===== src/rtl/div_issue_stage.sv =====
// Issue/retire stage wrapped around the combinational signed divider: holds operands for a settle window, then registers the result.
// Optional divide-by-zero trap is enabled by defining DIV_ZERO_TRAP_EN.
module div_issue_stage #(
  parameter int WIDTH         = 16,
  parameter int SETTLE_CYCLES = 4
) (
  input  logic                    clk,
  input  logic                    rst_n,
  input  logic                    in_valid,
  output logic                    in_ready,
  input  logic signed [WIDTH-1:0] in_divident,
  input  logic signed [WIDTH-1:0] in_divisor,
  output logic signed [WIDTH-1:0] div_divident,
  output logic signed [WIDTH-1:0] div_divisor,
  input  logic signed [WIDTH-1:0] div_quotient,
  input  logic signed [WIDTH-1:0] div_remainder,
  output logic                    out_valid,
  input  logic                    out_ready,
  output logic signed [WIDTH-1:0] out_quotient,
  output logic signed [WIDTH-1:0] out_remainder,
  output logic                    out_ovf,
`ifdef DIV_ZERO_TRAP_EN
  output logic                    out_err,
`endif
  output logic                    busy
);

  localparam int CNT_W = (SETTLE_CYCLES > 1) ? $clog2(SETTLE_CYCLES) : 1;
  localparam logic signed [WIDTH-1:0] MIN_VAL = {1'b1, {(WIDTH-1){1'b0}}};

  typedef enum logic [1:0] {IDLE, SETTLE, DONE} state_t;

  state_t           state, state_nxt;
  logic [CNT_W-1:0] cnt;
  logic             accept;
  logic             zero_div;

  function automatic logic is_ovf(input logic signed [WIDTH-1:0] a,
                                  input logic signed [WIDTH-1:0] b);
    return (a == MIN_VAL) && (b == {WIDTH{1'b1}});
  endfunction

  function automatic logic signed [WIDTH-1:0] fix_q(input logic ovf,
                                                    input logic signed [WIDTH-1:0] q);
    return ovf ? MIN_VAL : q;
  endfunction

  function automatic logic signed [WIDTH-1:0] fix_r(input logic ovf,
                                                    input logic signed [WIDTH-1:0] r);
    return ovf ? '0 : r;
  endfunction

`ifdef DIV_ZERO_TRAP_EN
  assign zero_div = (in_divisor == '0);
`else
  assign zero_div = 1'b0;
`endif

  assign accept    = (state == IDLE) && in_valid;
  assign in_ready  = (state == IDLE) && rst_n;
  assign out_valid = (state == DONE);
  assign busy      = (state != IDLE);

  always_comb begin
    state_nxt = state;
    case (state)
      IDLE:    if (in_valid) state_nxt = zero_div ? DONE : SETTLE;
      SETTLE:  if (cnt == '0) state_nxt = DONE;
      DONE:    if (out_ready) state_nxt = IDLE;
      default: state_nxt = IDLE;
    endcase
  end

  always_ff @(posedge clk or negedge rst_n) begin
    if (!rst_n) state <= IDLE;
    else        state <= state_nxt;
  end

  // Issue: operands stay on the divider inputs until the next accept
  always_ff @(posedge clk or negedge rst_n) begin
    if (!rst_n) begin
      div_divident  <= '0;
      div_divisor   <= '0;
      cnt           <= '0;
      out_quotient  <= '0;
      out_remainder <= '0;
      out_ovf       <= 1'b0;
`ifdef DIV_ZERO_TRAP_EN
      out_err       <= 1'b0;
`endif
    end else if (accept) begin
      div_divident <= in_divident;
      div_divisor  <= in_divisor;
      cnt          <= CNT_W'(SETTLE_CYCLES - 1);
      out_ovf      <= 1'b0;
`ifdef DIV_ZERO_TRAP_EN
      out_err      <= zero_div;
      if (zero_div) begin
        out_quotient  <= '1;
        out_remainder <= in_divident;
      end
`endif
    end else if (state == SETTLE) begin
      // Retire: capture once the divider has had the full settle window
      if (cnt == '0) begin
        out_quotient  <= fix_q(is_ovf(div_divident, div_divisor), div_quotient);
        out_remainder <= fix_r(is_ovf(div_divident, div_divisor), div_remainder);
        out_ovf       <= is_ovf(div_divident, div_divisor);
      end else begin
        cnt <= cnt - CNT_W'(1);
      end
    end
  end

endmodule


===== config.mk =====
export PLATFORM = sky130hd
export DESIGN_NAME = div_issue_stage
export DESIGN_NICKNAME = d
export VERILOG_FILES = /design/src/rtl/div_issue_stage.sv
export SDC_FILE = /design/constraint.sdc
export NUM_CORES = 1
export LEC_CHECK = 0
export CORE_MARGIN = 2
export CORE_UTILIZATION = 44
export DETAILED_ROUTE_END_ITERATION = 12
export GPL_TIMING_DRIVEN = 0
export PLACE_DENSITY = 0.86
export SKIP_LAST_GASP = 1
export SYNTH_ARGS = -nofsm -noshare
export SYNTH_HDL_FRONTEND = slang
export SYNTH_SLANG_ARGS = --single-unit

===== constraint.sdc =====
create_clock -name clk -period 4.52 [get_ports clk]
set_input_delay 0.904 -clock clk [delete_from_list [all_inputs] [get_ports clk]]
set_output_delay 0.904 -clock clk [all_outputs]
set_load 0.02 [all_outputs]

* Word-level counts from Yosys, hierarchy flattened
Cells that the tools add are included.
Widths: inputs -> output; s select.
** Storage, ports and cells
- Input port bits :: 68
- Output and inout bits :: 68
- Word-level logic and storage cells :: 41
- Register bits after elaboration :: 69
** Cells by class
- Reduce and logical (&&, ||, !) cells :: 12
- Add/sub/neg operators :: 1
- Equality and inequality tests :: 8
- Bitwise logic cells :: 1
- Muxes and demuxes :: 12
** Operators with widths (count)
- $eq 16x16->1 const B :: 2
- $mux 16 :: 2
- $mux 2 :: 6
- $pmux 2 s3 :: 1
- $reduce_and 3->1 :: 2
- $reduce_bool 2->1 :: 3
- $logic_not 2->1 :: 2
- $ne 2x1->1 const B :: 2
- $ne 2x2->1 const B :: 2
- $reduce_and 2->1 :: 2
- $logic_and 1x1->1 :: 3
- $mux 1 :: 3
- $eq 2x1->1 const B :: 1
- $eq 2x2->1 const B :: 1
- $sub 2x1->2 const B :: 1
- $not 1->1 :: 1

* Longest topological paths before layout
- Depth after elaboration :: 5
- Mapped depth :: 8
- Mapped depth without buffers :: 6

* Worst setup path before layout
Ideal clock, no wire load.
- Kind :: input port to output port
- Start point :: input port rst_n
- End point :: output port in_ready
- Path buffers :: 0
- Path slack :: 2.398 ns
- Arrival time :: 1.218 ns
- Stages on the path :: 2
- Required time :: 3.616 ns
- Path through :: inv_1 > nor2_1
** Between the ends
- Word-level cells in the longest chain between the ends :: 1
** Ends and longest elaborated chain
- from (decl) :: line 8 : input logic rst_n,
- $logic_and 1x1->1 :: line 60 : assign in_ready = (state == IDLE) && rst_n;
- to (decl) :: line 10 : output logic in_ready,
No other way between the ends.

* Worst setup path after layout
Ends and elaborated chain as after synthesis.

==> summary.md <==
| Metric | Value |
|---|---|
| Status | complete, no violations |
| Number of remaining DRC errors | 0 |
| Yosys top cell by area | dfrtp_1 |
| H-tree levels | 3 |
| Area of the mapped netlist | ~0.0028 sq mm |
| Post-layout util | 0.719 |
| YS warnings | 0 |
| Antenna violations before repair | 0 |
| Critical path data arrival time | ~2500 ps |
| Net Sw Frac | 0.362 |
| Vias/cell | about 5 |
| CP top delay family | buffers and inverters |
| Clk sink count | between 60 and 70 |
| CTS tree | built |
| Dpl cells | 460 |
| Number of nets with antenna violations after routing | 0 |
| Routed WL | 7100 microns |
| Post-CTS Setup Bufs | 0 |
| Max incr delay on CP | ~640 ps |
| Final Setup Violations | 0 |
| Largest cells by area after synthesis | dfrtp_1 62%, mux2_2 13%, nand2_1 8.7%, o21ai_0 3.9%, o21ai_1 2.0% |
| Port Buffers | about 140 |
| Area growth, synth to finish | 60.2% |
| Minimum clock period | 3360 ps |
| Core region area | roughly 0.0062 sq mm |
| Cell Pwr Density | about 740 mW/mm^2 |
| CTS Hold Buffers Added | 0 |
| Crit Path Class | primary input to output pin |
| CP endpoint kind | output pin |
| Worst R2R Setup Slack | 2580 ps |
| Syn avg cell area | 11.3 sq um |
| Final Hold Fails | 0 |
| Grt ovf | 0 |
| Vias | between 2,000 and 2,500 |
| Slew HR | 0.400 |
| Most frequent cells in the layout | 134 x clkdlybuf4s50_1, 69 x dfrtp_1, 65 x nand2_1 |
| Logic pwr share | 0.478 |
| Gpl congestion | approximately 0.8 |
| Slew Viols, Final | 0 |
| Area share of the largest cell type after synthesis | 0.617 |
| Sequential power share | 0.341 |
| Final instance area | ~0.0045 sq mm |
| DP Area | approximately 0.0042 sq mm |
| Worst vdd ir | around 0.00041 V |
| Setup TNS | 0 ps |
| RSZ-0062 raised after global routing | no |
| Static Leak | 1.91 nW |
| Root buf cell | clkbuf_8 |
| Final Non-Filler Cells | 476 |
| Layout Skew | 7.40 ps |
| Largest net degree at the start of global routing | 71 |
| Worst Hold Class | register to register |
| Share of cells above drive strength 1 | 0.148 |
| Gate Count Post-Synth | 248 |
| Crit share post-route | 0.743 |
| FP Rows | 29 |
| Overall power | 3.34 mW |
| FMAX | 298 MHz |
| Starting density of the core | 0.449 |
| WP buf/inv | 3 |
| Commonest non-fill, non-tap cell in the layout | clkdlybuf4s50_1 |
| Slowest CP cell | buf_4 |
| Die height | 83.8 microns |
| I/O pin count | 136 |
| Synthesized flop and latch total | just under 70 |
| Die X | 83.8 microns |
| Post-synth cell types | 24 |
| Drt first pass iters | 4 |
| Max cap viols | 0 |
| Num CTS Buffers | 9 |
| CP Data Required Time | approximately 3600 ps |
| Vias in the first global route | 2,467 |
| Worst path cell trace | buf_4, inv_1, nor2_1, clkdlybuf4s50_1 |
| DRT iter0 DRCs | 117 |
| Synthesized Nets | 317 |
| CTS Buffer Depth | 2 |
| Die area | 0.00702 sq mm |
| First-pass GRT wire length | 11,800 microns |
| GRT Total Usage | 0.212 |
| Post-CTS Resized | 0 |
| Seq/Total Area, Yosys | 0.617 |
| Clock Latency Late Sink | 330 ps |
| Sw power | between 1 and 1.5 mW |
| Fill cell count | 454 |
| Crit-path max FO | 70 |
| Hpwl dp | 5150 microns |
| Int Power | 2.13 mW |
| Final #Nets | 463 |
| Worst slew pin tran | around 900 ps |
| Worst-path clk slew | 70 ps |
| Worst setup SP type | primary input |
| # diodes | 0 |
| Clk pwr share | 0.181 |
| WL per Instance | 14.9 microns |
routing by layer:
metal | up-vias | GRT usage | routed length [microns] | part of all wire
li1 | 1123 | - | - | -
met5 | - | 0 | 0 | 0
met1 | 1139 | 0.266 | 2990 | 0.42
met4 | 0 | 0.0733 | 116 | 0.016
met3 | 14 | 0.0682 | 558 | 0.079
met2 | 96 | 0.346 | 3430 | 0.48
worst paths after layout:
kind | cells past startpoint | start | end
min in group asynchronous | 1 | rst_n | out_quotient[8]$_DFFE_PN0P_
worst min-delay path | 2 | out_remainder[14]$_DFFE_PN0P_ | out_remainder[14]$_DFFE_PN0P_
max in group asynchronous | 1 | rst_n | div_divisor[1]$_DFFE_PN0P_
worst max-delay path | 4 | rst_n | in_ready
worst max register to register | 7 | cnt[1]$_DFFE_PN0P_ | out_remainder[10]$_DFFE_PN0P_
worst min register to register | 2 | out_remainder[14]$_DFFE_PN0P_ | out_remainder[14]$_DFFE_PN0P_
tightest hold or removal path: stages (launching register included):
cell and delay, ps:
dfrtp_1 340, nand2_1 50, o21ai_0 60
final cells by class:
| class | count | area [sq um] | share of cell area |
|---|---|---|---|
| Clock inverter | 4 | 95.1 | 0.0212 |
| Sequential cell | 69 | 1730 | 0.385 |
| Inverter | 5 | 18.8 | 0.00418 |
| Tap cell | 77 | 96.3 | 0.0215 |
| Multi-Input combinational cell | 161 | 980 | 0.218 |
| Timing Repair Buffer | 135 | 1350 | 0.301 |
| Buffer | 13 | 75.1 | 0.0167 |
| Clock buffer | 12 | 145 | 0.0324 |
kinds of logic after synthesis:
family / share of synthesized area
multiplexers: 0.133
AND/OR/NAND/NOR: 0.138
buffers and inverters: 0.0335
AO/OA/AOI/OAI: 0.0751
flip-flops: 0.617
adder cells (fa/ha/maj): 0.00447
state kept, by name, indices dropped and copies added (netlist names):
register,cells
div_divisor,16
cnt,2
out_ovf,1
state,2
div_divident,16
out_quotient,16
out_remainder,16
through the flow:
step                hold slack, ps  worst slack, ps
floorplan                      495             2400
global placement               461             -911
detailed placement             470             1160
CTS                            485             1150
global route                   503              938
finish                         481             1160
synthesized netlist by cell type, drive strengths merged:
cell    number
dfrtp       69
nand2       65
mux2        33
o21ai       33
nor2         8
clkbuf       7
buf          6
inv          5
nand4        4
nor4         3
a21oi        2
nand2b       2
or2          2
a21bo        1
a22o         1
and2         1
ha           1
nor3         1
nor4b        1
o21a         1
o31a         1
or4          1
power by group through the flow:
stage	sequential, mW	combinational, mW	clock (mW)
2_1_floorplan	1.48	0.466	0
3_3_place_gp	1.13	1.57	0
3_5_place_dp	1.15	1.60	0
4_1_cts	1.14	1.61	0.616
5_1_grt	1.18	1.71	0.646
6_report	1.14	1.60	0.603
(Power assumes the default switching activity.)
